## src/rtl/spi_pkg.sv

```systemverilog
// Shared SPI definitions: FSM state encoding plus MODE decode and counter sizing helpers.
package spi_pkg;

  typedef enum logic [1:0] {
    IDLE  = 2'd0,
    LOAD  = 2'd1,
    SHIFT = 2'd2
  } spi_state_t;

  // Clock polarity: idle level of sclk.
  function automatic logic mode_cpol(input int mode);
    return mode[1];
  endfunction

  // Clock phase: 0 samples on the leading edge, 1 samples on the trailing edge.
  function automatic logic mode_cpha(input int mode);
    return mode[0];
  endfunction

  // Bit counter must hold the value DATA_WIDTH itself.
  function automatic int cnt_width(input int data_width);
    return $clog2(data_width + 1);
  endfunction

endpackage

```

## src/rtl/spi_sync_edge.sv

```systemverilog
// Multi-flop synchroniser for an asynchronous input with rise/fall detection
// on the synchronised level.
module spi_sync_edge #(
  parameter int   STAGES  = 2,
  parameter logic RST_VAL = 1'b0
) (
  input  logic clk,
  input  logic rst_n,
  input  logic d,
  output logic q,
  output logic rise,
  output logic fall
);

  logic [STAGES-1:0] sync_q;
  logic              prev_q;

  // Synchroniser chain plus one history flop for edge detection; reset to the
  // input's idle level so reset release never looks like an edge.
  always_ff @(posedge clk or negedge rst_n) begin
    if (!rst_n) begin
      sync_q <= {STAGES{RST_VAL}};
      prev_q <= RST_VAL;
    end else begin
      sync_q <= {sync_q[STAGES-2:0], d};
      prev_q <= sync_q[STAGES-1];
    end
  end

  assign q    = sync_q[STAGES-1];
  assign rise = q & ~prev_q;
  assign fall = ~q & prev_q;

endmodule

```

## src/rtl/spi_slave.sv

```systemverilog
// SPI target endpoint: oversamples sclk/ss_n/mosi in the clk domain, shifts one
// word in and out per DATA_WIDTH sclk cycles, with a one-deep TX holding register.
//
//  state | meaning
//  ------+---------------------------------------------------------------
//  IDLE  | not selected; miso driven 0, output enable off
//  LOAD  | one cycle: fetch holding register (or default) into tx shifter
//  SHIFT | exchanging bits on sclk edges until DATA_WIDTH samples taken
module spi_slave
  import spi_pkg::*;
#(
  parameter int                    MODE             = 3,
  parameter int                    DATA_WIDTH       = 32,
  parameter int                    MSB_FIRST        = 1,
  parameter int                    SLAVE_ACTIVE_LOW = 1,
  parameter int                    SYNC_STAGES      = 2,
  parameter logic [DATA_WIDTH-1:0] DEFAULT_TX_VALUE = DATA_WIDTH'('hA5A5)
) (
  input  logic                  clk,
  input  logic                  rst_n,
  input  logic                  sclk,
  input  logic                  ss_n,
  input  logic                  mosi,
  output logic                  miso,
  output logic                  miso_oe,
  input  logic [DATA_WIDTH-1:0] tx_data,
  input  logic                  tx_valid,
  output logic                  tx_ready,
  output logic [DATA_WIDTH-1:0] rx_data,
  output logic                  rx_valid,
  output logic                  busy,
  output logic                  frame_err,
  output logic                  tx_underrun
);

  localparam logic CPOL    = mode_cpol(MODE);
  localparam logic CPHA    = mode_cpha(MODE);
  localparam int   CW      = cnt_width(DATA_WIDTH);
  localparam logic SS_IDLE = (SLAVE_ACTIVE_LOW != 0);

  spi_state_t state_q, state_d;

  logic sclk_q, sclk_rise, sclk_fall;
  logic ss_q, ss_rise, ss_fall;
  logic [SYNC_STAGES-1:0] mosi_sync;
  logic mosi_q;

  logic selected, sel_assert;
  logic lead_edge, trail_edge, sample_edge, drive_edge;

  logic [CW-1:0]         bit_cnt;
  logic                  cnt_full, cnt_last;
  logic [DATA_WIDTH-1:0] rx_sr, rx_next;
  logic [DATA_WIDTH-1:0] tx_sr, tx_shifted, tx_word;
  logic [DATA_WIDTH-1:0] hold_q;
  logic                  hold_full;
  logic                  load_take, word_done;

  function automatic logic first_bit(input logic [DATA_WIDTH-1:0] v);
    return (MSB_FIRST != 0) ? v[DATA_WIDTH-1] : v[0];
  endfunction

  function automatic logic [DATA_WIDTH-1:0] shift_tx(input logic [DATA_WIDTH-1:0] v);
    return (MSB_FIRST != 0) ? {v[DATA_WIDTH-2:0], 1'b0} : {1'b0, v[DATA_WIDTH-1:1]};
  endfunction

  spi_sync_edge #(.STAGES(SYNC_STAGES), .RST_VAL(CPOL)) u_sync_sclk (
    .clk  (clk),
    .rst_n(rst_n),
    .d    (sclk),
    .q    (sclk_q),
    .rise (sclk_rise),
    .fall (sclk_fall)
  );

  spi_sync_edge #(.STAGES(SYNC_STAGES), .RST_VAL(SS_IDLE)) u_sync_ss (
    .clk  (clk),
    .rst_n(rst_n),
    .d    (ss_n),
    .q    (ss_q),
    .rise (ss_rise),
    .fall (ss_fall)
  );

  // mosi only needs its level, so it gets a bare synchroniser chain.
  always_ff @(posedge clk or negedge rst_n) begin
    if (!rst_n) mosi_sync <= '0;
    else        mosi_sync <= {mosi_sync[SYNC_STAGES-2:0], mosi};
  end

  assign mosi_q      = mosi_sync[SYNC_STAGES-1];
  assign selected    = (ss_q != SS_IDLE);
  assign sel_assert  = (SLAVE_ACTIVE_LOW != 0) ? ss_fall : ss_rise;
  assign lead_edge   = CPOL ? sclk_fall : sclk_rise;
  assign trail_edge  = CPOL ? sclk_rise : sclk_fall;
  assign sample_edge = CPHA ? trail_edge : lead_edge;
  assign drive_edge  = CPHA ? lead_edge : trail_edge;

  assign cnt_full   = (bit_cnt == CW'(DATA_WIDTH));
  assign cnt_last   = (bit_cnt == CW'(DATA_WIDTH - 1));
  assign rx_next    = (MSB_FIRST != 0) ? {rx_sr[DATA_WIDTH-2:0], mosi_q}
                                       : {mosi_q, rx_sr[DATA_WIDTH-1:1]};
  assign tx_shifted = shift_tx(tx_sr);
  assign tx_word    = hold_full ? hold_q : DEFAULT_TX_VALUE;
  assign load_take  = (state_q == LOAD) && selected;

  // CPHA=1 finishes a word on its final sample edge. CPHA=0 still owes the
  // master a trailing edge after the last sample, so the next word is loaded
  // only once that edge has passed; otherwise bit 0 of the new word would be
  // shifted out early.
  assign word_done = CPHA ? (sample_edge && cnt_last) : (drive_edge && cnt_full);

  // State register.
  always_ff @(posedge clk or negedge rst_n) begin
    if (!rst_n) state_q <= IDLE;
    else        state_q <= state_d;
  end

  // Next-state logic; deselect overrides everything.
  always_comb begin
    state_d = state_q;
    case (state_q)
      IDLE:    if (sel_assert) state_d = LOAD;
      LOAD:    state_d = SHIFT;
      SHIFT:   if (word_done) state_d = LOAD;
      default: state_d = IDLE;
    endcase
    if (!selected) state_d = IDLE;
  end

  // Holding register: host fills it when empty, LOAD drains it. A host write
  // landing in the LOAD cycle is not forwarded; it waits for the next word.
  always_ff @(posedge clk or negedge rst_n) begin
    if (!rst_n) begin
      hold_q    <= '0;
      hold_full <= 1'b0;
    end else if (load_take && hold_full) begin
      hold_full <= 1'b0;
    end else if (tx_valid && !hold_full) begin
      hold_q    <= tx_data;
      hold_full <= 1'b1;
    end
  end

  // Shift datapath, bit counter, and the pulsed status outputs.
  always_ff @(posedge clk or negedge rst_n) begin
    if (!rst_n) begin
      bit_cnt     <= '0;
      rx_sr       <= '0;
      tx_sr       <= '0;
      miso        <= 1'b0;
      rx_data     <= '0;
      rx_valid    <= 1'b0;
      frame_err   <= 1'b0;
      tx_underrun <= 1'b0;
    end else begin
      rx_valid    <= 1'b0;
      frame_err   <= 1'b0;
      tx_underrun <= 1'b0;
      if (!selected) begin
        if (state_q != IDLE && bit_cnt != '0 && !cnt_full) frame_err <= 1'b1;
        bit_cnt <= '0;
        miso    <= 1'b0;
      end else begin
        case (state_q)
          LOAD: begin
            tx_sr       <= tx_word;
            miso        <= first_bit(tx_word);
            bit_cnt     <= '0;
            tx_underrun <= !hold_full;
          end
          SHIFT: begin
            if (sample_edge && !cnt_full) begin
              rx_sr   <= rx_next;
              bit_cnt <= bit_cnt + CW'(1);
              if (cnt_last) begin
                rx_data  <= rx_next;
                rx_valid <= 1'b1;
              end
            end
            if (drive_edge && !cnt_full) begin
              tx_sr <= tx_shifted;
              miso  <= CPHA ? first_bit(tx_sr) : first_bit(tx_shifted);
            end
          end
          default: miso <= 1'b0;
        endcase
      end
    end
  end

  assign busy     = (state_q != IDLE);
  assign miso_oe  = busy;
  assign tx_ready = !hold_full;

endmodule

```

## config.mk

```make
export PLATFORM = sky130hd
export DESIGN_NAME = spi_slave
export DESIGN_NICKNAME = d
export VERILOG_FILES = /design/src/rtl/spi_pkg.sv /design/src/rtl/spi_sync_edge.sv /design/src/rtl/spi_slave.sv
export SDC_FILE = /design/constraint.sdc
export NUM_CORES = 1
export LEC_CHECK = 0
export ABC_CLOCK_PERIOD_IN_PS = 2000
export BUFFER_PORTS_ARGS = -buffer_cell sky130_fd_sc_hd__buf_4
export CORE_MARGIN = 5
export CORE_UTILIZATION = 52
export DETAILED_ROUTE_END_ITERATION = 8
export PLACE_DENSITY = 0.76
export SKIP_LAST_GASP = 1
export SLEW_MARGIN = 20
export SYNTH_ARGS = -nofsm -noshare
export SYNTH_HDL_FRONTEND = slang
export SYNTH_SLANG_ARGS = --single-unit
```

## constraint.sdc

```tcl
create_clock -name clk -period 2 [get_ports clk]
set_clock_uncertainty 0.1 [all_clocks]
set_input_delay 0.2 -clock clk [delete_from_list [all_inputs] [get_ports clk]]
set_output_delay 0.2 -clock clk [all_outputs]
set_load 0.005 [all_outputs]
```

==> metrics.md <==
| Metric | Value |
|---|---|
| Clk sinks | `148` |
| Core footprint | `11600 µm²` |
| Drt drc | `0` |
| Int Pwr | `7.18 mW` |
| Status | `finished, violations left` |
| Root buffer cell | `clkbuf_16` |
| Setup ws final | `-0.123 ns` |
| Clock H-tree levels | `4` |
| DR vias | `3959` |
| Average size of a mapped cell | `14.6 µm²` |
| CTS clk-pin slew, worst paths | `0.06 ns` |
| P&R area growth vs syn | `35.2%` |
| Worst slew pin tran | `0.439 ns` |
| Power, Total | `9.92 mW` |
| Row count | `39` |
| Slowest CP cell | `dfrtp_1` |
| Most frequent cells in the layout | `dfrtp_1, buf_4, mux2_2, dlygate4sd3_1, mux2_4` |
| Vias/cell | `5.45` |
| Synth Net Count | `469` |
| YS warnings | `0` |
| Power share of the combinational group | `23.4%` |
| Clock Path Buffers | `2` |
| Endpoints failing setup | `93` |
| GP Congestion | `0.821` |
| Synth top area cells | `dfrtp_1, mux2_2, mux2_4` |
| Post-synth EDFFs | `0` |
| Seq pwr share | `41.5%` |
| Final min period | `2.12 ns` |
| NumNets Final | `614` |
| Pre-antenna DRT Iters | `4` |
| Worst EP required | `2.20 ns` |
| Synthesis-stage register bit count | `148` |
| Critical Path End Type | `flop` |
| CTS tree | `done` |
| RR Startpoint | `bit_cnt[0]$_DFFE_PN0P_` |
| Async SR Flop Fraction | `100%` |
| Placed cells | `644` |
| Commonest non-fill, non-tap cell in the layout | `dfrtp_1` |
| # IOs | `77` |
| Leakage power | `4.10 nW` |
| Largest net degree at the start of global routing | `58` |
| Drt first-iter violations | `249` |
| Die Y | `119 µm` |
| Rel. slew slack | `70.7%` |
| CP startpoint | `bit_cnt[0]$_DFFE_PN0P_` |
| Dpl cell area | `7120 µm²` |
| First-pass GRT wire length | `21400 µm` |
| Critical Path Max Stage Delay | `0.37 ns` |
| Max VDD drop | `1.14 mV` |
| R2R Setup Slk | `-0.12 ns` |
| GRT Overall Usage | `19.1%` |
| Fin crit share | `106%` |
| Power density over the cells | `1180 nW/µm²` |
| Final Cell Area | `8380 µm²` |
| Final Hold Fails | `0` |
| Share of layout cells above drive strength 1 | `49.1%` |
| Antenna Violating Nets Remaining | `0` |
| Post-DP HPWL | `8010 µm` |
| Max frequency | `471 MHz` |
| Hold Path Class | `in -> async` |
| Cell taking the most area after synthesis | `dfrtp_1` |
| Num CTS Buffers | `17` |
| Starting Density | `53.6%` |
| Vias in the first global route | `4216` |
| Crit path max fanout | `7` |
| Filler instances | `683` |
| Crit path DAT | `2.32 ns` |
| Switching Fraction | `27.6%` |
| Clk Latency, worst-skew pair | `0.43 ns` |
| Die area | `14200 µm²` |
| Worst setup path endpoint | `rx_data[25]$_DFFE_PN0P_` |
| Final non-filler cell total | `726` |
| Psw | `2.74 mW` |
| Worst path bufs/invs | `3` |
| Reg-to-Reg End | `rx_data[25]$_DFFE_PN0P_` |
| Sequential fraction of the synthesis area | `59.9%` |
| Post-Syn Area | `6200 µm²` |
| Initial antenna violation count | `0` |
| Crit. path cell count | `8` |
| TNS Setup | `-7.29 ns` |
| CP cell instances | `inv_2 > ha_2 > nor4b_4 > buf_4 > a211oi_4 > nand3_4 > buf_12 > mux2_4` |
| Failing checks | `setup timing` |
| MaxCap Viol Count | `0` |
| Total grt overflow | `0` |
| Final Max Slew Viols | `0` |
| Startpoint Class | `flop` |
| Die width | `119 µm` |
| Most used DFF post-synth | `dfrtp_1` |
| Top Family by Delay on Critical Path | `buffers and inverters` |
| Clock power frac | `35.1%` |
| RSZ-0062 raised after global routing | `yes` |
| Post-Syn Instances | `425` |
| R2R cell count | `8` |
| Ant diodes | `0` |
| Dpl ws | `-0.0441 ns` |
| Post-synth top area share | `57.3%` |
| Total wire length | `13500 µm` |
| WL/cell | `18.5 µm` |
| Distinct cells, synth | `42` |
| PortBufs | `76` |
| Crit Path Class | `reg -> reg` |
==> per-stage QoR <==
step                      utilization, %  hold WS (ns)
after floorplan                        -        -0.196
after global placement              61.5        0.0482
after detailed placement            61.5        0.0528
after CTS                           70.3         0.172
after global routing                72.5         0.190
final                               72.5         0.165
==> how the worst min path moves through the flow <==
stage               start  slack (ns)                endpoint  depth (start not counted)
floorplan           rst_n       -0.20  bit_cnt[0]$_DFFE_PN0P_                          0
global placement    rst_n        0.05   tx_sr[14]$_DFFE_PN0P_                          1
detailed placement  rst_n        0.05   tx_sr[14]$_DFFE_PN0P_                          1
CTS                 rst_n        0.17    tx_sr[2]$_DFFE_PN0P_                          2
global route        rst_n        0.19   tx_sr[13]$_DFFE_PN0P_                          2
finish              rst_n        0.17   tx_sr[13]$_DFFE_PN0P_                          2
==> synthesized netlist by cell type, types with 2 or more instances <==
cell type / number
a21oi_1: 6
buf_6: 3
ha_1: 6
nor2b_1: 5
a22o_1: 23
dfstp_2: 6
buf_4: 2
a211o_1: 2
o22ai_1: 8
o32ai_1: 2
dfrtp_1: 142
mux2i_1: 11
mux2_4: 23
buf_2: 7
nor2_1: 9
clkbuf_1: 14
nand2_1: 6
nor3_1: 2
nor3b_1: 3
o41ai_1: 2
nand2b_1: 4
o21ai_0: 3
inv_1: 20
nand4_1: 4
mux2_2: 95
==> logic make-up (layout without fill, tap and decap cells) <==
group / after synthesis / after routing / share of synthesized area, %
AOI/OAI and AO/OA: 55 / 55 / 6.86
adders and majority gates: 6 / 6 / 1.21
buffers and inverters: 46 / 204 / 3.41
DFF: 148 / 148 / 59.9
muxes: 130 / 130 / 24.8
and+or+nand+nor: 40 / 40 / 3.86
==> final cells by class <==
type	instances	area (µm²)	share of cell area (%)
Sequential cell	148	3710	44.3
Clock buffer	17	425	5.07
Clock inverter	15	221	2.64
Multi-Input combinational cell	231	2330	27.8
Timing Repair Buffer	152	1440	17.2
Inverter	20	75.1	0.896
Tap cell	143	179	2.13
==> state kept, by name (all words and copies together) (netlist names), 2 cells and up <==
name,flops
hold_q,32
u_sync_ss.sync_q,2
state_q,2
rx_sr,31
bit_cnt,6
tx_sr,32
u_sync_sclk.sync_q,2
mosi_sync,2
rx_data,32
==> per-layer routing <==
layer	share of wire, %	vias to the layer above	global-route usage [%]
met1	45	2038	25.0
met3	4.0	15	4.50
met4	1.1	0	7.82
met5	0	-	0
met2	50	88	30.8
li1	-	1818	-
==> power by group through the flow <==
stage / sequential (mW) / combinational, mW / clock [mW]
2_1_floorplan: 3.97 / 1.66 / 0
3_3_place_gp: 4.12 / 2.05 / 0
3_5_place_dp: 4.14 / 2.17 / 0
4_1_cts: 4.11 / 2.24 / 3.52
5_1_grt: 4.18 / 2.53 / 3.68
6_report: 4.12 / 2.32 / 3.48
==> repair_timing <==
action	CTS	global route
hold buffers	36	0
setup buffers	0	8
endpoints found under the setup margin	92	96
pin swaps	1	3
resized for setup	1	14
cloned	0	6
endpoints found under the hold margin	81	0
Power figures use the tool's default switching activity.
